**config.mk**
```make
export PLATFORM = sky130hd
export DESIGN_NAME = strobe_monitor
export DESIGN_NICKNAME = d
export VERILOG_FILES = /design/src/rtl/strobe_monitor.sv
export SDC_FILE = /design/constraint.sdc
export NUM_CORES = 1
export LEC_CHECK = 0
export BUFFER_PORTS_ARGS = -buffer_cell sky130_fd_sc_hd__buf_4
export CORE_UTILIZATION = 50
export CTS_CLUSTER_SIZE = 10
export DETAILED_ROUTE_END_ITERATION = 7
export MAX_ROUTING_LAYER = met4
export PLACE_DENSITY = 0.71
export SLEW_MARGIN = 20
export SYNTH_ARGS = -nofsm -noshare
export SYNTH_HDL_FRONTEND = slang
export SYNTH_SLANG_ARGS = --single-unit
export TNS_END_PERCENT = 20
```
**constraint.sdc**
```tcl
create_clock -name Clock -period 3.32 [get_ports Clock]
set_clock_uncertainty 0.2 [all_clocks]
set_input_delay 0.498 -clock Clock [delete_from_list [all_inputs] [get_ports Clock]]
set_output_delay 0.498 -clock Clock [all_outputs]
set_load 0.01 [all_outputs]
```
**src/rtl/strobe_monitor.sv**
```systemverilog
// strobe_monitor: measures the interval between rising edges of a strobe and
// classifies it against the expected period. It also reports lock and missing strobes.
// Ports:
//   Clock      in   system clock, rising edge
//   Reset      in   asynchronous active-low reset
//   Enable_i   in   1 = monitor running, 0 = idle
//   Strobe_i   in   strobe synchronous to Clock, any high width
//   Period_o   out  last measured edge-to-edge interval in Clock cycles
//   Valid_o    out  one-cycle pulse: Period_o and flags just updated
//   Ok_o       out  last period within TICKS +/- TOLERANCE (held)
//   Early_o    out  last period below TICKS - TOLERANCE (held)
//   Late_o     out  last period above TICKS + TOLERANCE (held)
//   Timeout_o  out  one-cycle pulse: no edge within TIMEOUT cycles
//   Locked_o   out  LOCK_COUNT consecutive Ok periods seen
module strobe_monitor #(
    parameter real CLOCK_HZ   = 10_000_000.0,
    parameter int  PERIOD_NS  = 1000,
    parameter int  TOLERANCE  = 1,
    parameter int  LOCK_COUNT = 4,
    localparam int TICKS_RAW  = int'(CLOCK_HZ * PERIOD_NS / 1.0e9),
    localparam int TICKS      = (TICKS_RAW < 2) ? 2 : TICKS_RAW,
    localparam int TIMEOUT    = 2 * TICKS,
    localparam int WIDTH      = $clog2(TIMEOUT + 1)
) (
    input  logic             Clock,
    input  logic             Reset,
    input  logic             Enable_i,
    input  logic             Strobe_i,
    output logic [WIDTH-1:0] Period_o,
    output logic             Valid_o,
    output logic             Ok_o,
    output logic             Early_o,
    output logic             Late_o,
    output logic             Timeout_o,
    output logic             Locked_o
);
    typedef enum logic [1:0] {IDLE, ARMED, MEASURE} state_t;

    localparam int LW = $clog2(LOCK_COUNT + 1);
    localparam logic [WIDTH-1:0] TIMEOUT_W = WIDTH'(TIMEOUT);
    localparam logic [LW-1:0] LOCK_W = LW'(LOCK_COUNT);

    state_t state_q, state_d;
    logic [WIDTH-1:0] count_q, count_d, period_q, period_d;
    logic [LW-1:0] lock_q, lock_d;
    logic strobe_q, valid_q, valid_d, ok_q, ok_d, early_q, early_d;
    logic late_q, late_d, timeout_q, timeout_d, locked_q, locked_d;
    logic rise, early_w, late_w;

    // A multi-cycle high strobe produces a single rise.
    assign rise    = Strobe_i & ~strobe_q;
    // When an edge is seen, count_q is exactly the edge-to-edge interval.
    assign early_w = int'(count_q) < TICKS - TOLERANCE;
    assign late_w  = int'(count_q) > TICKS + TOLERANCE;

    always_comb begin
        state_d   = state_q;
        count_d   = count_q;
        period_d  = period_q;
        lock_d    = lock_q;
        ok_d      = ok_q;
        early_d   = early_q;
        late_d    = late_q;
        locked_d  = locked_q;
        valid_d   = 1'b0;
        timeout_d = 1'b0;
        if (!Enable_i) begin
            state_d  = IDLE;
            count_d  = '0;
            lock_d   = '0;
            locked_d = 1'b0;
        end else begin
            case (state_q)
                IDLE: begin
                    state_d = ARMED;
                    count_d = '0;
                end
                ARMED: begin
                    if (rise) begin
                        count_d = WIDTH'(1);
                        state_d = MEASURE;
                    end
                end
                MEASURE: begin
                    // An edge coinciding with the timeout still counts as a measurement.
                    if (rise) begin
                        period_d = count_q;
                        valid_d  = 1'b1;
                        early_d  = early_w;
                        late_d   = late_w;
                        ok_d     = !early_w && !late_w;
                        count_d  = WIDTH'(1);
                        if (!early_w && !late_w) begin
                            lock_d   = (lock_q == LOCK_W) ? lock_q : lock_q + LW'(1);
                            locked_d = (lock_d == LOCK_W);
                        end else begin
                            lock_d   = '0;
                            locked_d = 1'b0;
                        end
                    end else if (count_q == TIMEOUT_W) begin
                        timeout_d = 1'b1;
                        locked_d  = 1'b0;
                        lock_d    = '0;
                        count_d   = '0;
                        state_d   = ARMED;
                    end else begin
                        count_d = count_q + WIDTH'(1);
                    end
                end
                default: state_d = IDLE;
            endcase
        end
    end

    always_ff @(posedge Clock or negedge Reset) begin
        if (!Reset) begin
            state_q   <= IDLE;
            count_q   <= '0;
            period_q  <= '0;
            lock_q    <= '0;
            strobe_q  <= 1'b0;
            valid_q   <= 1'b0;
            ok_q      <= 1'b0;
            early_q   <= 1'b0;
            late_q    <= 1'b0;
            timeout_q <= 1'b0;
            locked_q  <= 1'b0;
        end else begin
            state_q   <= state_d;
            count_q   <= count_d;
            period_q  <= period_d;
            lock_q    <= lock_d;
            strobe_q  <= Strobe_i;
            valid_q   <= valid_d;
            ok_q      <= ok_d;
            early_q   <= early_d;
            late_q    <= late_d;
            timeout_q <= timeout_d;
            locked_q  <= locked_d;
        end
    end

    assign Period_o  = period_q;
    assign Valid_o   = valid_q;
    assign Ok_o      = ok_q;
    assign Early_o   = early_q;
    assign Late_o    = late_q;
    assign Timeout_o = timeout_q;
    assign Locked_o  = locked_q;
endmodule

```
==> results.md, run 1 <==
- Status: finished, final reports clean
- Die width: 50.2 microns
- Final hold vios: 0
- Drt drc: 0
- Layout area overhead: 13.7%
- DR vias: 855
- GPL Wtd Cong: 0.909
- Vias per inst: 5.63
- Diodes inserted: 0
- Footprint of the multi-input gates: around 560 sq um
- Critical path's slowest cell: nor3_1
- Netlist cell types: 37
- Final WL: 2.12 mm
- Tot GR Track Use: 20.4%
- CTS buffer count: 3
- Worst-path clk slew: roughly 0.13 ns
- Vias in the first global route: 838
- Clock Path Buffers: 2
- RSZ-0062 raised after global routing: no
- Ys async rst share: 100%
- RR Endpoint: lock_q[0]
- Required @ worst endpoint: 3.38 ns
- Count of state elements after synthesis: 22
- Post-synth top cells: dfrtp_1, nand2_1, ha_1, inv_1, o21ai_0
- Initial Util: 52.6%
- Remaining Overflow, GRT: 0
- Top FF cell, synth: dfrtp_1
- CP endpoint kind: flop
- Port Buffers: 14
- Post-synthesis sequential area ratio: 47.3%
- CTS sink count: 22
- Final ANT Viol Nets: 0
- Initial DRC Count: 26
- # fillers: 197
- Crit path max-delay family: simple AND/OR/NAND/NOR gates
- Hold Crit Depth: 1
- Syn. warnings: 0
- Slew @ Worst Pin: 0.479 ns
- P per Cell Area: between 300 and 400 nW/um^2
- EDFF count, synth: 0
- Chip Height: about 50 microns
- # placed instances: 147
- Final WS setup: roughly 1.2 ns
- Worst skew pair latency: 0.31 ns
- Max_cap viols: 0
- Die Area: 2520 sq um
- Total power: a little over 500 uW
- Min-delay src: Strobe_i
- Row count: 17
- Ports: 15
- Rel. slew slack: 68.0%
- Average size of a mapped cell: roughly 11 sq um
- H-tree depth reported by CTS: 1
- Critical setup path kind: reg -> reg
- Peak supply drop: 0.226 mV
- Fin nets: ~140
- First-pass GRT wire length: approximately 3.8 mm
- Router iterations before antenna repair: 4
- Pleak: 0.659 nW
- FF-to-FF Start: state_q[0]
- Yosys top cell area share: 47.3%
- Largest net degree at the start of global routing: 23
- Yosys top cell by area: dfrtp_1
- CP peak stage delay: 0.43 ns
- Hold Slack: 0.123 ns
- Startpoint Class: flop
- CP max FO: 13
- Synth Cell Area: 1160 sq um
- Syn Nets: 119
- Hold Crit Endpoint: strobe_q
- Fmax: 470 MHz
- WP buf/inv: 1
- Register area: 551 sq um
- Worst r2r path cells: 5
- Hold crit path type: in -> reg
- Wire per inst: 14.0 microns
- Post_cts resized: 0
- CP Launch Point: state_q[0]
- DP Wirelength: 1.52 mm
- Min cycle time layout: 2.13 ns
- Final setup TNS: 0 ns
- Synthesized instance count: 108
- Pins Over Slew Limit: 0
- Layout cell share with drive strength beyond 1: a little under a quarter
- Antenna violations before repair: 0
- Dpl ws: roughly 1.2 ns
- Most frequent cell after synthesis: dfrtp_1
- CTS root buffer: clkbuf_4
- Synth top area cells: dfrtp_1, ha_1, mux2_2
- Final period utilization: 64.1%
- Post-route insts no fill: 152
- Critical path data arrival time: 2.18 ns
- R2r setup slk: 1.19 ns
- Cell breakdown of the critical path: inv_1 -> ha_1 -> nand3_1 -> nor3_1 -> a22o_1
- Core footprint: 2210 sq um
- Final setup viols: 0
- CTS tree: yes
[worst max path at each step]
stage,cells past startpoint,to
global placement,5,lock_q[1]
detailed placement,5,lock_q[0]
global route,5,lock_q[0]
CTS,5,lock_q[0]
finish,5,lock_q[0]
floorplan,6,count_q[2]
[power breakdown]
group	switching (mW)	total (mW)	leakage, nW	internal (mW)
logic	0.0474	0.0824	0.336	0.0349
clock network	0.0810	0.148	0.0210	0.0669
registers	0.00835	0.286	0.303	0.277
total	0.137	0.516	0.659	0.379
[cells in the final DEF (no fill, tap or decap), types with 2 or more instances in the layout]
master / count
inv_1: 7
ha_1: 7
nand3_1: 2
o21ai_0: 7
nand2_1: 12
a21o_1: 2
clkbuf_4: 3
buf_4: 14
o211ai_1: 4
a22o_1: 2
dfrtp_1: 22
a21oi_1: 4
nor2_1: 3
mux2_2: 5
xor2_1: 3
and3_2: 2
nand4b_1: 2
nor4_1: 2
[state kept, by name, indices dropped and copies added, names as in the netlist]
register,count
Period_o,5
strobe_q,1
state_q,2
Valid_o,1
Timeout_o,1
Early_o,1
count_q,5
lock_q,3
Ok_o,1
Late_o,1
Locked_o,1
[kinds of logic after synthesis]
kind of cell,synth area share [%]
and+or+nand+nor,17.7
AOI/OAI and AO/OA,13.1
DFF,47.3
buffers and inverters,4.62
muxes,6.67
adders and majority gates,7.53
xor gates and xnor gates,3.01
[per-stage QoR]
step / utilization, % / cell area [sq um]
global route: 59.8 / 1320
global placement: 57.7 / 1280
detailed placement: 57.7 / 1280
finish: 59.8 / 1320
floorplan: - / 1160
CTS: 59.8 / 1320
[per-layer routing]
metal  part of all wire [%]  track usage (%)
met1                     46             24.6
met5                      0                -
met3                    3.2             2.73
met4                    1.4             8.57
met2                     50             34.2
[timing repair]
item	4_1_cts	5_1_grt
setup buffers	0	0
endpoints found under the hold margin	22	0
hold buffers	1	0
[cell type report]
| class | count | area share, % |
|---|---|---|
| clock buffer | 4 | 2.74 |
| inverter | 7 | 1.99 |
| multi-input combinational | 76 | 42.3 |
| sequential | 22 | 41.6 |
| tap | 28 | 2.65 |
| timing repair buffer | 15 | 8.70 |
Note: power is estimated with default switching activity, not from simulation.
==> run 2: changes to the inputs <==
clock period = 2.2 ns   (was 3.32 ns; I/O delays follow)
==> run 2 against run 1 <==
Flip-flop and latch count unchanged. Global-route usage is 0.88 points lower. Count of clock-buffer cells in the layout fell by 1. Via count rose by 2.8%. Die area unchanged. Maximum frequency increased by 5.3%. Critical path type unchanged. Hold slack lost 0.0053 ns. First-iteration DRC count fell by 46%. Critical endpoint is now count_q[4]. Critical path depth rose by 1. Non-clock buffer count up 3. Combinational power grew 65%.
==> results.md, run 2 (synthesis gave the netlist of run 1 again) <==
- DR vias: 879 (+2.8%)
- Peak supply drop: 0.559 mV (+150%)
- R2r setup slk: 0.18 ns (-1.01 ns)
- Required @ worst endpoint: 2.20 ns (-1.18 ns)
- P per Cell Area: 640 nW/um^2 (+64%)
- Critical path data arrival time: 2.02 ns (-0.16 ns)
- CTS tree: yes
- Max_cap viols: 0 (unchanged)
- Critical setup path kind: reg -> reg
- FF-to-FF Start: state_q[0]
- Initial Util: 52.6% (unchanged)
- Hold crit path type: in -> reg
- CTS buffer count: 3 (unchanged)
- Dpl ws: 0.199 ns (-0.987 ns)
- Router iterations before antenna repair: 4 (unchanged)
- Largest net degree at the start of global routing: 23 (unchanged)
- GPL Wtd Cong: 0.873 (-3.9%)
- First-pass GRT wire length: 3.58 mm (-5.1%)
- Layout area overhead: 17.2%
- Ports: 15 (unchanged)
- Final period utilization: 91.9% (+28 points)
- Hold Slack: 0.117 ns (-0.00526 ns)
- Die width: 50.2 microns (unchanged)
- CP max FO: 8 (-5)
- Chip Height: 50.2 microns (unchanged)
- Final ANT Viol Nets: 0 (unchanged)
- Status: finished, final reports clean
- Diodes inserted: 0 (unchanged)
- Final WL: 2.14 mm (+0.94%)
- Layout cell share with drive strength beyond 1: 24.4% (+1.0 points)
- Total power: 873 uW (+69%)
- RR Endpoint: count_q[4]
- DP Wirelength: 1.61 mm (+6.2%)
- Fmax: 495 MHz (+5.3%)
- Hold Crit Endpoint: count_q[0]
- Final core utilization: 61.7% (+1.9 points)
- Hold Crit Depth: 3 (+2)
- RSZ-0062 raised after global routing: no
- Final setup TNS: 0 ns (unchanged)
- Most common cell after layout, fill and taps aside: dfrtp_1
- Drt drc: 0 (unchanged)
- Vias per inst: 5.67 (+0.82%)
- Pins Over Slew Limit: 0 (unchanged)
- Min cycle time layout: 2.02 ns (-0.108 ns)
- Row count: 17 (unchanged)
- Core footprint: 2210 sq um (unchanged)
- Final hold vios: 0 (unchanged)
- # fillers: 204 (+3.6%)
- Startpoint Class: flop
- Post-route insts no fill: 155 (+2.0%)
- CP endpoint kind: flop
- Remaining Overflow, GRT: 0 (unchanged)
- # placed instances: 149 (+1.4%)
- Fin nets: 139 (+2.2%)
- H-tree depth reported by CTS: 1 (unchanged)
- Initial DRC Count: 14 (-46%)
- CTS sink count: 22 (unchanged)
- Final Cell Area: 1360 sq um (+3.1%)
- Clock Path Buffers: 2 (unchanged)
- Post-CTS Setup Inserts: 0 (unchanged)
- Min-delay src: Enable_i
- Slew @ Worst Pin: 0.419 ns (-0.0603 ns)
- Most frequent cells in the layout: dfrtp_1, buf_4, nand2_1
- Final setup viols: 0 (unchanged)
- Wire per inst: 13.8 microns (-1.0%)
- Rel. slew slack: 71.9% (+3.9 points)
- Worst-path clk slew: 0.13 ns (about the same)
- Worst r2r path cells: 6 (+1)
- CTS root buffer: clkbuf_4
- Worst skew pair latency: 0.30 ns (about the same)
- Final WS setup: 0.178 ns (-1.01 ns)
- Tot GR Track Use: 19.5% (-0.88 points)
- Antenna violations before repair: 0 (unchanged)
- Pleak: 0.680 nW (+3.1%)
- Area after DPL: 1290 sq um (+1.2%)
- Port Buffers: 14 (unchanged)
- Die Area: 2520 sq um (unchanged)
- Vias in the first global route: 815 (-2.7%)
run 2: cell type report:
type                            count  area (sq um)  area share, %
Tap cell                           28          35.0           2.57
Multi-Input combinational cell     76           559           41.0
Timing Repair Buffer               18           140           10.3
Clock buffer                        3          22.5           1.65
Clock inverter                      1          30.0           2.20
Sequential cell                    22           551           40.4
Inverter                            7          26.3           1.93
run 2: worst max-delay path by stage:
stage | endpoint | slack [ns] | from
global placement | count_q[4] | 0.25 | state_q[0]
CTS | count_q[4] | 0.19 | state_q[0]
global route | Locked_o | 0.07 | count_q[1]
finish | count_q[4] | 0.18 | state_q[0]
detailed placement | count_q[4] | 0.20 | state_q[0]
floorplan | count_q[2] | 0.34 | state_q[0]
run 2: per-layer routing:
| layer | GRT usage, % | share of wire [%] |
|---|---|---|
| met3 | 2.73 | 2.9 |
| met1 | 23.9 | 47 |
| met2 | 31.1 | 49 |
| met5 | - | 0 |
| met4 | 10.5 | 1.6 |
run 2: repair_timing:
action	in CTS	in global routing
hold endpoints to repair	23	0
hold buffers	2	0
gates resized for setup	0	0
run 2: critical path, cell delays in order, from the launching register on:
cell and delay [ns]:
dfrtp_1 0.40, inv_1 0.09, ha_1 0.29, or4b_4 0.57
o211ai_1 0.13, xor2_1 0.18, nor2_1 0.05
run 2: power breakdown:
part / total (mW) / internal, mW / switching [mW]
Sequential: 0.428 / 0.419 / 0.00905
Combinational: 0.136 / 0.0572 / 0.0784
Clock: 0.310 / 0.184 / 0.126
